<file path="src/rtl/lut_mux_fn.sv">
// Runtime-programmable function generator: a 2^SEL_W-entry table of 2-bit codes
// (0, 1, rv, ~rv) is loaded serially, then indexed by sel to produce a registered f.
module lut_mux_fn #(
    parameter int SEL_W = 3
) (
    input  logic             clk,
    input  logic             rst,
    input  logic [SEL_W-1:0] sel,
    input  logic             rv,
    input  logic             in_valid,
    input  logic             cfg_start,
    input  logic             cfg_valid,
    input  logic [1:0]       cfg_data,
    output logic             cfg_ready,
    output logic             cfg_done,
    output logic             f,
    output logic             f_valid
);

    // state | meaning
    // LOAD  | accepting table entries serially, evaluations ignored
    // RUN   | table frozen, in_valid evaluates table[sel] against rv

    localparam int DEPTH = 1 << SEL_W;
    localparam logic [SEL_W-1:0] LAST_IDX = SEL_W'(DEPTH - 1);
    localparam logic [SEL_W-1:0] IDX_ONE  = SEL_W'(1);

    typedef enum logic {
        LOAD = 1'b0,
        RUN  = 1'b1
    } state_t;

    state_t           state_q;
    logic [SEL_W-1:0] idx_q;
    logic [1:0]       lut_q [DEPTH];
    logic             f_q;
    logic             f_valid_q;
    logic             cfg_done_q;
    logic [1:0]       code;
    logic             f_d;

    // Decode sees the table register directly, so a write is visible one cycle later.
    always_comb begin
        code = lut_q[sel];
        f_d  = 1'b0;
        case (code)
            2'b00: f_d = 1'b0;
            2'b01: f_d = 1'b1;
            2'b10: f_d = rv;
            2'b11: f_d = ~rv;
            default: f_d = 1'b0;
        endcase
    end

    always_ff @(posedge clk) begin
        if (rst) begin
            state_q    <= LOAD;
            idx_q      <= '0;
            f_q        <= 1'b0;
            f_valid_q  <= 1'b0;
            cfg_done_q <= 1'b0;
            for (int i = 0; i < DEPTH; i++) begin
                lut_q[i] <= 2'b00;
            end
        end else begin
            cfg_done_q <= 1'b0;
            f_valid_q  <= 1'b0;
            case (state_q)
                LOAD: begin
                    if (cfg_start) begin
                        idx_q <= '0;
                    end else if (cfg_valid) begin
                        lut_q[idx_q] <= cfg_data;
                        if (idx_q == LAST_IDX) begin
                            idx_q      <= '0;
                            state_q    <= RUN;
                            cfg_done_q <= 1'b1;
                        end else begin
                            idx_q <= idx_q + IDX_ONE;
                        end
                    end
                end
                RUN: begin
                    // An evaluation coinciding with cfg_start still uses the old table.
                    if (in_valid) begin
                        f_q       <= f_d;
                        f_valid_q <= 1'b1;
                    end
                    if (cfg_start) begin
                        state_q <= LOAD;
                        idx_q   <= '0;
                    end
                end
                default: state_q <= LOAD;
            endcase
        end
    end

    assign cfg_ready = (state_q == LOAD);
    assign cfg_done  = cfg_done_q;
    assign f         = f_q;
    assign f_valid   = f_valid_q;

endmodule

</file>
<file path="config.mk">
export PLATFORM = sky130hd
export DESIGN_NAME = lut_mux_fn
export DESIGN_NICKNAME = d
export VERILOG_FILES = /design/src/rtl/lut_mux_fn.sv
export SDC_FILE = /design/constraint.sdc
export NUM_CORES = 1
export LEC_CHECK = 0
export ABC_AREA = 0
export BUFFER_PORTS_ARGS = -buffer_cell sky130_fd_sc_hd__buf_2
export CAP_MARGIN = 20
export CELL_PAD_IN_SITES_DETAIL_PLACEMENT = 1
export CELL_PAD_IN_SITES_GLOBAL_PLACEMENT = 2
export CORE_AREA = 2 2 57 59
export CTS_CLUSTER_SIZE = 20
export DETAILED_ROUTE_END_ITERATION = 8
export DIE_AREA = 0 0 59 61
export GPL_TIMING_DRIVEN = 1
export PLACE_DENSITY = 0.79
export SLEW_MARGIN = 30
export SYNTH_ARGS = -nofsm -noshare
export SYNTH_HDL_FRONTEND = slang
export SYNTH_SLANG_ARGS = --single-unit
</file>
<file path="constraint.sdc">
create_clock -name clk -period 4.1 [get_ports clk]
set_input_delay 0.41 -clock clk [delete_from_list [all_inputs] [get_ports clk]]
set_output_delay 0.41 -clock clk [all_outputs]
set_load 0.005 [all_outputs]
</file>
# After elaboration in Yosys (flattened, before gate mapping)

Memory sizes are Yosys's and may differ from the RTL's.
Cells that the tools add are included.

Latch bits: 0
Logic and storage cells: 43
ROM bits: 0
Register bits: 7
Memories kept: 1
RAM bits: 16

Memory list:

| name  | depth | width | rd ports | clocked after Yosys merged registers in | wr ports | RTL line | source |
|---|---|---|---|---|---|---|---|
| lut_q | 8     | 2     | 1        | 0                                       | 8        | 35       | `logic [1:0] lut_q [DEPTH];` |

Reductions and logical operators: 6
Order comparisons: 0
Add/sub/neg operators: 1
Equal/unequal tests: 6
Multiply operators: 0
Bitwise operators: 2
Muxes and demuxes: 22
Divide/modulo/power cells: 0
Shift-type cells: 0

Operator list:

| cell                                                             | number |
|---|---|
| 3-bit 2-to-1 mux                                                 | 5 |
| 1-bit 2-to-1 mux                                                 | 13 |
| 3-bit case mux with 2 select lines                               | 1 |
| 2-bit OR reduction                                               | 3 |
| 2-bit == test (second input constant)                            | 2 |
| 1-bit case mux with 4 select lines                               | 1 |
| 2-bit AND reduction                                              | 2 |
| 3-bit by 1-bit adder with 3-bit output (second input constant)   | 1 |
| 3-bit == test (second input constant)                            | 1 |
| 3-bit != test (second input constant)                            | 1 |
| 2-bit by 1-bit == test with 1-bit output (second input constant) | 1 |
| 2-bit logical NOT                                                | 1 |
| 2-bit 2-to-1 mux                                                 | 1 |
| 2-bit != test (second input constant)                            | 1 |
| 1-bit NOT                                                        | 2 |
| 1-bit case mux with 2 select lines                               | 1 |

# Longest topological paths before layout

Word-level depth: 7
Depth in mapped cells: 6

# Worst setup path after synthesis

Ideal clock, no wire load.

Kind: input -> register
Start: in cfg_valid
End: mem lut_q[4][0], enable pin
Data required time: 3.808 ns
Arrival: 1.367 ns
Stages: 5
Setup time: 0.292 ns
Path slack: 2.441 ns
Path buffers: 1
Cell sequence: nor2b_1 clkbuf_1 nand2_1 nor4b_1 or2_2

RTL lines:

| element     | RTL line | source |
|---|---|---|
| from (decl) | 12       | `input logic cfg_valid,` |
| to (decl)   | 35       |  |

==> results.yml <==
timing:
  worst_pin_slew_ns: 0.456
  timing.fmax_mhz: 530
  hold_ws_ns: 0.320
  finalCritPeriodShare_pct: 46.0
  min_period_ns: 1.89
  setup_viol: 0
  drv_slew: 0
  slew_headroom_pct: 69.2
  setup_tns_ns: 0
  rsz0062_at_grt: "no"
  hold_violations: 0
  skew_ns: 0.00807
outcome:
  status: "completed"
drt:
  vias: 740
  top_layer: "met4"
  drtAntennaViolNets: 0
  wl_met1_um: 883
  wl_per_cell_um: 14.9
  wl_met2_mm: 1.13
  met3_length_um: 75
  vias_per_cell: 5.25
  firstDrtPassIters: 4
  first_iter_violations: 27
  drcViolationCount: 0
  drt-total-wl_mm: 2.10
placed_design:
  port_buffers: 14
  post-dp-hpwl_mm: 1.65
  gp_congestion: 0.655
floorplanning:
  start_util_pct: 38.2
  row_count: 20
  die_area_um2: 3600
  die_h_um: 61
  io_pins: 15
  core_area_um2: 2950
  die_width_um: 59
synthesis:
  synth_common_cells: "16 x edfxtp_1, 9 x nor2_1, 8 x and2_1, 8 x and3_1, 7 x dfxtp_1"
  synth_nets: 105
  synth_edf_count: 16
  synth_top_family_by_area: "simple AND/OR/NAND/NOR gates"
  synth_flop_cell: "edfxtp_1"
  synth-seq-cells: 23
  synth.area.top_cells: "edfxtp_1 43%, dfxtp_1 12%, mux4_1 7.0%"
  synth-xor-area-share_pct: 2.33
  syn-instance-count: 92
  async_flop_share_pct: 0
  netlist_area_um2: 1130
  synth-compound-area-share_pct: 5.32
  yosysSeqAreaShare_pct: 55.0
  synth_top_area_share_pct: 42.6
  syn_area_per_cell_um2: 12.3
  yosysUniqueCellTypes: 23
  synth.most_common_cell: "edfxtp_1"
  synthAdderAreaFrac_pct: 2.22
  ys_warn_count: 0
  synth.area.mux_share_pct: 10.5
  synthSimpleGateAreaFrac_pct: 22.6
  synth_area_leader_cell: "edfxtp_1"
finish:
  nNetsFinal: 122
  area_growth_pct: 11.6
  antennaDiodeCount: 0
  post_route_cells_drive_above_1_share_pct: 22.2
  nFillCells: 340
worst_hold_path:
  hp-start: "cfg_start"
  hold_class: "primary input to flop"
global_routing:
  grt_pass1_vias: 784
  antenna_found_initial: 0
  track_usage_pct: 14.4
  grt_max_degree: 17
  grt_pass1_wl_mm: 3.71
  grt.overflow.total: 0
clock_tree:
  cts_setup_buffers: 0
  clkTransAtPathRegs_ns: 0.13
  tritoncts: "yes"
  clkLatencyLatePin_ns: 0.31
  cts-resized-gates: 0
  ctsHtreeMaxLevel: 1
  cts_made_buffers: 3
  cts_sinks: 23
  cts_hold_buf: 0
  cts-root-buf: "clkbuf_4"
  clk_path_buf_depth: 2
setup_path:
  cp.arrival_ns: 1.92
  cp-startpoint: "state_q"
  path_max_fanout: 6
  end_kind: "flop"
  rr_startpoint: "state_q"
  critPathLaunchType: "flop"
  cp.required_ns: 4.13
  worstSetupPathType: "flop to flop"
power:
  ir_drop_mv: 0.139
  powerDensity_nw_per_um2: 313
  power.leakage_uw: 0.000556
flow_run:
  maxCapViolations: 0
final timing paths:
| kind | to | slack [ns] | cells after the start |
|---|---|---|---|
| hold / removal | idx_q[0] | 0.32 | 2 |
| setup reg to reg | lut_q[4][0] | 2.21 | 4 |
| hold reg to reg | state_q | 0.59 | 2 |
| setup / recovery | lut_q[4][0] | 2.21 | 4 |
stage by stage:
step           instance area, µm²  utilization [%]  total power, µW  setup WS (ns)  instances
3_3_place_gp                 1230             41.7              297           2.20        137
5_1_grt                      1260             42.7              415           2.07        141
2_1_floorplan                1130                -              284           2.44         92
4_1_cts                      1260             42.7              401           2.22        141
6_report                     1260             42.7              395           2.21        141
3_5_place_dp                 1230             41.7              299           2.10        137
cells in the final DEF (no fill, tap or decap), drive strengths merged, types with 4 or more instances in the layout:
| cell | instances |
|---|---|
| and2 | 8 |
| and3 | 8 |
| buf | 14 |
| dfxtp | 7 |
| edfxtp | 16 |
| inv | 4 |
| mux2i | 4 |
| nor2 | 9 |
| nor3 | 4 |
| or2 | 4 |
cells by family (layout without fill, tap and decap cells):
| group | Yosys count | after routing |
|---|---|---|
| AOI/OAI and AO/OA | 6 | 6 |
| xor gates and xnor gates | 3 | 3 |
| adders and majority gates | 2 | 2 |
| buffers and inverters | 6 | 22 |
| DFF | 23 | 23 |
| muxes | 7 | 7 |
| and+or+nand+nor | 45 | 45 |
metal layers:
layer	vias up	track usage, %
met1	356	16.6
met5	-	0
met2	14	26.5
met3	2	1.92
met4	0	6.82
li1	368	-
flip-flops by register name, summed over array words and instances (netlist names):
name / flops
cfg_done: 1
idx_q: 3
f_valid: 1
f: 1
lut_q: 16
state_q: 1
layout make-up:
class	instances	area, µm²	share of cell area (%)
Sequential cell	23	621	49.3
Multi-Input combinational cell	63	485	38.5
Timing Repair Buffer	14	70.1	5.56
Tap cell	33	41.3	3.28
Clock buffer	3	22.5	1.79
Inverter	4	15.0	1.19
Clock inverter	1	5.00	0.397
where the power goes:
group	switching, µW	internal, µW
Clock	65.5	36.4
Combinational	19.5	16.4
Sequential	2.75	254
critical path, cell delays in order (launching register included):
cell	delay, ns
dfxtp_1	0.38
nor2b_1	0.39
nand2_1	0.17
nor4b_1	0.48
or2_2	0.22
(Power assumes the default switching activity.)
